[src/rtl/clkdiv_multi.sv]
// clkdiv_multi -- multi-channel programmable clock divider.
//
// Each channel divides clk_in by a run-time divisor and produces a 50%-duty
// registered clock plus a one-cycle tick on every 0->1 transition of that
// clock. A channel's half-period is div_act+1 input cycles. New divisors are
// written through the load/ack port, held as pending, and only copied into
// the active divisor at a half-period boundary (or while the channel is
// disabled), so the output never produces a runt pulse.
//
// Ports:
//   clk_in    in   1         system clock, rising edge
//   rst_n     in   1         asynchronous active-low reset
//   en        in   CHANNELS  per-channel enable (level)
//   load      in   1         one-cycle divisor write request
//   load_ch   in   CH_W      channel targeted by the write
//   load_div  in   WIDTH     divisor value to write
//   load_ack  out  1         one-cycle pulse after an accepted write
//   clk_out   out  CHANNELS  divided clocks (registered)
//   tick      out  CHANNELS  pulse on each 0->1 of clk_out (registered)
module clkdiv_multi #(
  parameter int CHANNELS    = 4,
  parameter int WIDTH       = 16,
  parameter int DEFAULT_DIV = 200,
  parameter int CH_W        = (CHANNELS > 1) ? $clog2(CHANNELS) : 1
) (
  input  logic                clk_in,
  input  logic                rst_n,
  input  logic [CHANNELS-1:0] en,
  input  logic                load,
  input  logic [CH_W-1:0]     load_ch,
  input  logic [WIDTH-1:0]    load_div,
  output logic                load_ack,
  output logic [CHANNELS-1:0] clk_out,
  output logic [CHANNELS-1:0] tick
);

  // One extra bit so the range check also works when CHANNELS is a power
  // of two (every load_ch value is then in range).
  localparam int              CMP_W    = CH_W + 1;
  localparam logic [CMP_W-1:0] CH_LIMIT = CMP_W'(CHANNELS);
  localparam logic [WIDTH-1:0] DIV_RST  = WIDTH'(DEFAULT_DIV);

  logic load_valid;
  assign load_valid = load && ({1'b0, load_ch} < CH_LIMIT);

  always_ff @(posedge clk_in or negedge rst_n) begin
    if (!rst_n) begin
      load_ack <= 1'b0;
    end else begin
      load_ack <= load_valid;
    end
  end

  genvar gi;
  generate
    for (gi = 0; gi < CHANNELS; gi++) begin : g_ch
      logic [WIDTH-1:0] count_reg;
      logic [WIDTH-1:0] div_act_reg;
      logic [WIDTH-1:0] div_pend_reg;
      logic             pend_valid_reg;
      logic             clk_reg;
      logic             tick_reg;
      logic             sel;
      logic             boundary;
      logic             apply;

      assign sel      = load_valid && (load_ch == CH_W'(gi));
      assign boundary = (count_reg == div_act_reg);
      // The pending divisor is consumed at a toggle edge, or on any edge
      // while the channel is disabled (there is no phase to protect then).
      assign apply    = pend_valid_reg && (!en[gi] || boundary);

      always_ff @(posedge clk_in or negedge rst_n) begin
        if (!rst_n) begin
          count_reg      <= '0;
          div_act_reg    <= DIV_RST;
          div_pend_reg   <= DIV_RST;
          pend_valid_reg <= 1'b0;
          clk_reg        <= 1'b0;
          tick_reg       <= 1'b0;
        end else begin
          if (en[gi]) begin
            if (boundary) begin
              count_reg <= '0;
              clk_reg   <= ~clk_reg;
              tick_reg  <= ~clk_reg;  // high only when toggling 0->1
            end else begin
              count_reg <= count_reg + WIDTH'(1);
              tick_reg  <= 1'b0;
            end
          end else begin
            count_reg <= '0;
            clk_reg   <= 1'b0;
            tick_reg  <= 1'b0;
          end

          if (apply) begin
            div_act_reg <= div_pend_reg;
          end

          // A write landing on the same edge as a reload overrides the
          // clear, so it stays pending for the following boundary while the
          // older value is the one moved into div_act this edge.
          if (sel) begin
            div_pend_reg   <= load_div;
            pend_valid_reg <= 1'b1;
          end else if (apply) begin
            pend_valid_reg <= 1'b0;
          end
        end
      end

      assign clk_out[gi] = clk_reg;
      assign tick[gi]    = tick_reg;
    end
  endgenerate

endmodule

[config.mk]
export PLATFORM = sky130hd
export DESIGN_NAME = clkdiv_multi
export DESIGN_NICKNAME = d
export VERILOG_FILES = /design/src/rtl/clkdiv_multi.sv
export SDC_FILE = /design/constraint.sdc
export NUM_CORES = 1
export LEC_CHECK = 0
export BUFFER_PORTS_ARGS = -buffer_cell sky130_fd_sc_hd__buf_2
export CORE_MARGIN = 1
export CORE_UTILIZATION = 50
export CTS_BUF_LIST = sky130_fd_sc_hd__clkbuf_4 sky130_fd_sc_hd__clkbuf_8
export CTS_CLUSTER_DIAMETER = 200
export DETAILED_ROUTE_END_ITERATION = 10
export PLACE_DENSITY = 0.69
export SYNTH_ARGS = -nofsm -noshare
export SYNTH_HDL_FRONTEND = slang
export SYNTH_SLANG_ARGS = --single-unit
[constraint.sdc]
create_clock -name clk_in -period 2 [get_ports clk_in]
set_clock_uncertainty 0.2 [all_clocks]
set_input_delay 0.4 -clock clk_in [delete_from_list [all_inputs] [get_ports clk_in]]
set_output_delay 0.4 -clock clk_in [all_outputs]
set_load 0.03 [all_outputs]
== Word level (Yosys, flattened, before mapping) ==
Cells that the tools add are included.
Cells by class
  equal/unequal tests: 11
  bitwise logic cells: 4
  multiplexer cells: 32
  reductions and logical operators: 21
  add/subtract/negate cells: 4
Operators by type and width (count)
  $mux W16: 8
  $add A16 B1 Y16 const B: 4
  $eq A16 B16 Y1: 4
  $mux W1: 24
  $logic_and A1 B1 Y1: 8
  $ne A2 B1 Y1 const B: 4
  $reduce_bool A2 Y1: 4
  $eq A2 B2 Y1 const B: 2
  $logic_not A1 Y1: 4
  $logic_or A1 B1 Y1: 4
  $not A1 Y1: 4
  $eq A2 B1 Y1 const B: 1
  $logic_not A2 Y1: 1
Storage, ports and cells
  register bits after elaboration: 205
  bits of input ports: 25
  word-level logic and storage cells: 97
  output and inout port bits: 9

== Longest topological paths before layout ==
  depth after elaboration: 5
  depth in mapped cells: 6
  gate-level depth less buffers: 6

== Least setup slack after synthesis ==
No wires, ideal clock.
  kind: register to register
  from: reg g_ch[1].div_act_reg[3]
  to: reg g_ch[1].div_act_reg[10]
  stages on the path, launching flop included: 7
  setup slack: -0.255 ns
  required time: 1.675 ns
  path buffers: 1
  period minus slack after synthesis: 2.255 ns
  arrival time: 1.930 ns
  setup time: 0.125 ns
  path through: dfstp_2 -> xnor2_1 -> nand4_1 -> o41ai_4 -> nand2_4 -> buf_6 -> mux2_4
On the way
  word-level cells in the longest chain between the ends: 3
Ends and longest elaborated chain
  start, declared: line 58  | logic [WIDTH-1:0] div_act_reg;
  start signal, assigned: line 98  | div_act_reg <= div_pend_reg;
  $eq A16 B16 Y1: line 68  | assign boundary = (count_reg == div_act_reg);
  $logic_or A1 B1 Y1: line 71  | assign apply = pend_valid_reg && (!en[gi] || boundary);
  $logic_and A1 B1 Y1: line 71
No other way between the ends.
A chain may end at the register's enable or synchronous reset.

== Final worst setup path ==
  from: reg g_ch[1].div_act_reg[3]
  to: reg g_ch[1].div_act_reg[8]
Same word-level chain as after synthesis.

==> impl_results.md <==
* Final WS setup at -0.198 ns
* CTS H-tree lvls at 2
* First-pass GRT wire length at a little over 30 mm
* Starting Density at about half
* CTS Buffer Depth at 3
* NetSw at between 3 and 4 mW
* N_diodes at 0
* GRT Resource Usage Total at ~22%
* Fillers at around 1300
* Sequential area share after synthesis at between 50% and 60%
* Worst vdd ir at about 0.65 mV
* Synth Register Bits at about 210
* Final Cycle Share at 110%
* F_max at 455 MHz
* Placed cell areas at approximately 0.01 sq mm
* Bufs and invs on worst path at 1
* Worst Setup Start Kind: register
* Synth top area share at about half
* Setup crit end kind: register
* CTS sink cnt at between 200 and 250
* Finished Layout Cells at between 1000 and 1500
* Cell taking the most area after synthesis: dfrtp_1
* Root Buffer: clkbuf_8
* Slowest cell delay on critical path at ~0.55 ns
* Port bufs at 33
* Slew HR at 66.9%
* Grt total ovfl at 0
* Mapped cell area at roughly 0.0091 sq mm
* Area grow syn2layout at 26.8%
* Die area at 0.0188 sq mm
* RSZ-0062 raised after global routing: yes
* Slew @ Worst Pin at about 0.50 ns
* Worst path slowest cell: dfstp_2
* Crit-path cells: xnor2_2, nand4_1, o41ai_4, buf_6, nand2_8, mux2_4
* Post-route ant nets at 0
* Initial antenna violation count at 0
* DR WL/cell at 17.7 um
* Detailed router's first-iteration violation count at roughly 220
* RePlAce Congestion at between 0.7 and 0.8
* DP Wirelength at roughly 13 mm
* GR Util met2 at 36.6%
* Post-synth EDFFs at 0
* Design Area, Final at 0.0116 sq mm
* Final Hold Vio Count at 0
* Cell Pwr Density at ~1000 mW/mm^2
* Critical path peak fanout at 8
* Die width at about 140 um
* Final WL at between 15 and 20 mm
* Skew-Pair Late Insertion Delay at 0.53 ns
* Clock power frac at between 30% and 40%
* Leakage Power at 5.10 nW
* Clock slew at the register clock pins of the worst setup and hold paths at about 0.060 ns
* Sw Share at 26.3%
* Seq pwr share at 47.7%
* HP Class: primary input to register
* Mean post-synth cell area at 13.2 sq um
* Pin count of the biggest net entering global routing at 56
* Worst Path Arrival at ~2.4 ns
* Pins Over Slew Limit at 0
* Placed Instances at about 1000
* Distinct cells, synth at 36
* Die height at roughly 140 um
* Synth async-reset ratio at 100%
* Met1 Use GR at 27.9%
* Warnings from Yosys at 0
* Layout Nets at slightly below 900
* DR pass1 iterations at 4
* P_int at ~9 mW
* Total power draw at between 10 and 15 mW
* Final Critical Period at 2.20 ns
* Syn Nets at 717
* Prevailing post-synth register cell: dfrtp_1
* Largest cells by area after synthesis: dfrtp_1, mux2_2, xnor2_1, dfstp_2, mux2_4
* Worst EP required at around 2.2 ns
* Comb pwr share at a little under a fifth
* CORE AREA at approximately 0.018 sq mm
* Num CTS Buffers at 36
* Vias in the first global route at between 6000 and 7000
* TritonCTS clock tree: yes
* GR Util met3 at 3.67%
* Crit Path Category: register to register
* Largest delay contributor family on the critical path: flip-flops
* Mapped Cells at 688
* Layout cells sized above 1 at a little under half
* # DRC at 0
* Max-cap check violation count at 0
* Final setup fails at 95
* Via density per instance at just over 5
* Violated checks: setup timing
* Status: complete, but fails checks
* Vias at about 5700
* # IOs at 34
* GRT busiest layer: met2
* Row count at just under 50
==> layout make-up <==
| class | count | area (sq um) | share of cell area, % |
|---|---|---|---|
| multi-input combinational | 456 | 4190 | 36.2 |
| timing repair buffer | 139 | 1130 | 9.82 |
| inverter | 10 | 37.5 | 0.325 |
| sequential | 205 | 5160 | 44.7 |
| clock inverter | 5 | 25.0 | 0.217 |
| clock buffer | 58 | 723 | 6.26 |
| tap | 229 | 287 | 2.48 |
==> path summary, 6_finish.rpt <==
kind	from	to	slack (ns)	depth (start not counted)
min in group asynchronous	rst_n	g_ch[1].count_reg[5]	0.19	2
max in group asynchronous	rst_n	g_ch[2].div_act_reg[7]	0.72	3
setup / recovery	g_ch[1].div_act_reg[3]	g_ch[1].div_act_reg[8]	-0.20	6
hold reg to reg	g_ch[1].clk_reg	g_ch[1].tick_reg	0.27	1
hold / removal	load_div[13]	g_ch[1].div_pend_reg[13]	0.01	2
setup reg to reg	g_ch[1].div_act_reg[3]	g_ch[1].div_act_reg[8]	-0.20	6
==> layout by cell type (no fill, tap or decap), drive strengths merged, types with 6 or more instances in the layout <==
| master | count |
|---|---|
| and3 | 10 |
| buf | 125 |
| clkbuf | 61 |
| dfrtp | 181 |
| dfstp | 24 |
| dlygate4sd3 | 11 |
| inv | 10 |
| mux2 | 128 |
| nand2 | 28 |
| nand3 | 21 |
| nand4 | 20 |
| nor2 | 74 |
| nor3 | 6 |
| xnor2 | 96 |
| xor2 | 27 |
==> kinds of logic (layout without fill, tap and decap cells) <==
family / after synthesis / count (layout) / share of synthesized area (%)
compound gates: 10 / 10 / 1.58
mux: 128 / 128 / 17.1
simple gates: 188 / 191 / 10.5
fa+ha+maj: 4 / 4 / 0.549
xor+xnor: 123 / 123 / 11.8
buf+inv: 30 / 212 / 1.89
flops: 205 / 205 / 56.6
==> Yosys cell counts (2+ instances only) <==
cell type  count
nor3_1         6
mux2_2        88
buf_4          8
and4_1         5
o41ai_4        4
o21ai_0        4
xnor2_1       96
nand2b_1       4
nand3b_1       3
nand3_1       21
nor3b_1        4
and2_1         4
dfrtp_1      181
ha_1           4
xor2_1        27
or4_1          5
mux2_1        10
mux2_4        30
buf_6          4
nor2_1        74
nand4_1       20
dfstp_2       24
inv_1         10
and3_1        10
clkbuf_1       8
nand2_1       21
nand2_4        3
nor4_1         2
==> metrics by stage <==
step | worst slack, ns | TNS (ns) | hold slack [ns] | utilization, %
floorplan | -0.229 | -10.10 | -0.0956 | -
global placement | -0.130 | -6.52 | 0.200 | 56.4
detailed placement | -0.209 | -10.41 | 0.204 | 56.4
CTS | -0.163 | -6.70 | 0.000363 | 62.1
global route | -0.287 | -19.60 | 0.00190 | 64.5
finish | -0.198 | -10.17 | 0.0140 | 64.5
==> power by group through the flow <==
stage / sequential [mW] / combinational, mW / clock [mW]
final: 5.69 / 2.26 / 3.98
after global placement: 5.67 / 1.91 / 0
after global routing: 5.78 / 2.45 / 4.25
after CTS: 5.66 / 2.09 / 4.06
after detailed placement: 5.71 / 2.01 / 0
after floorplan: 5.52 / 1.51 / 0
==> routing by layer <==
layer  share of wire [%]  wire (um)  vias to the layer above
met5                   0          0                        -
met4                 2.4        471                        0
met3                 2.9        556                       41
met2                  51       9870                       71
met1                  44       8600                     2893
li1                    -          -                     2679
==> timing repair <==
| action | 4_1_cts | 5_1_grt |
|---|---|---|
| hold endpoints to repair | 75 | 0 |
| gates resized for setup | 17 | 88 |
| hold buffers | 11 | 0 |
| pin swaps | 17 | 30 |
| setup buffers | 6 | 6 |
| cloned | 3 | 2 |
| endpoints found under the setup margin | 74 | 124 |
Power figures use the tool's default switching activity.
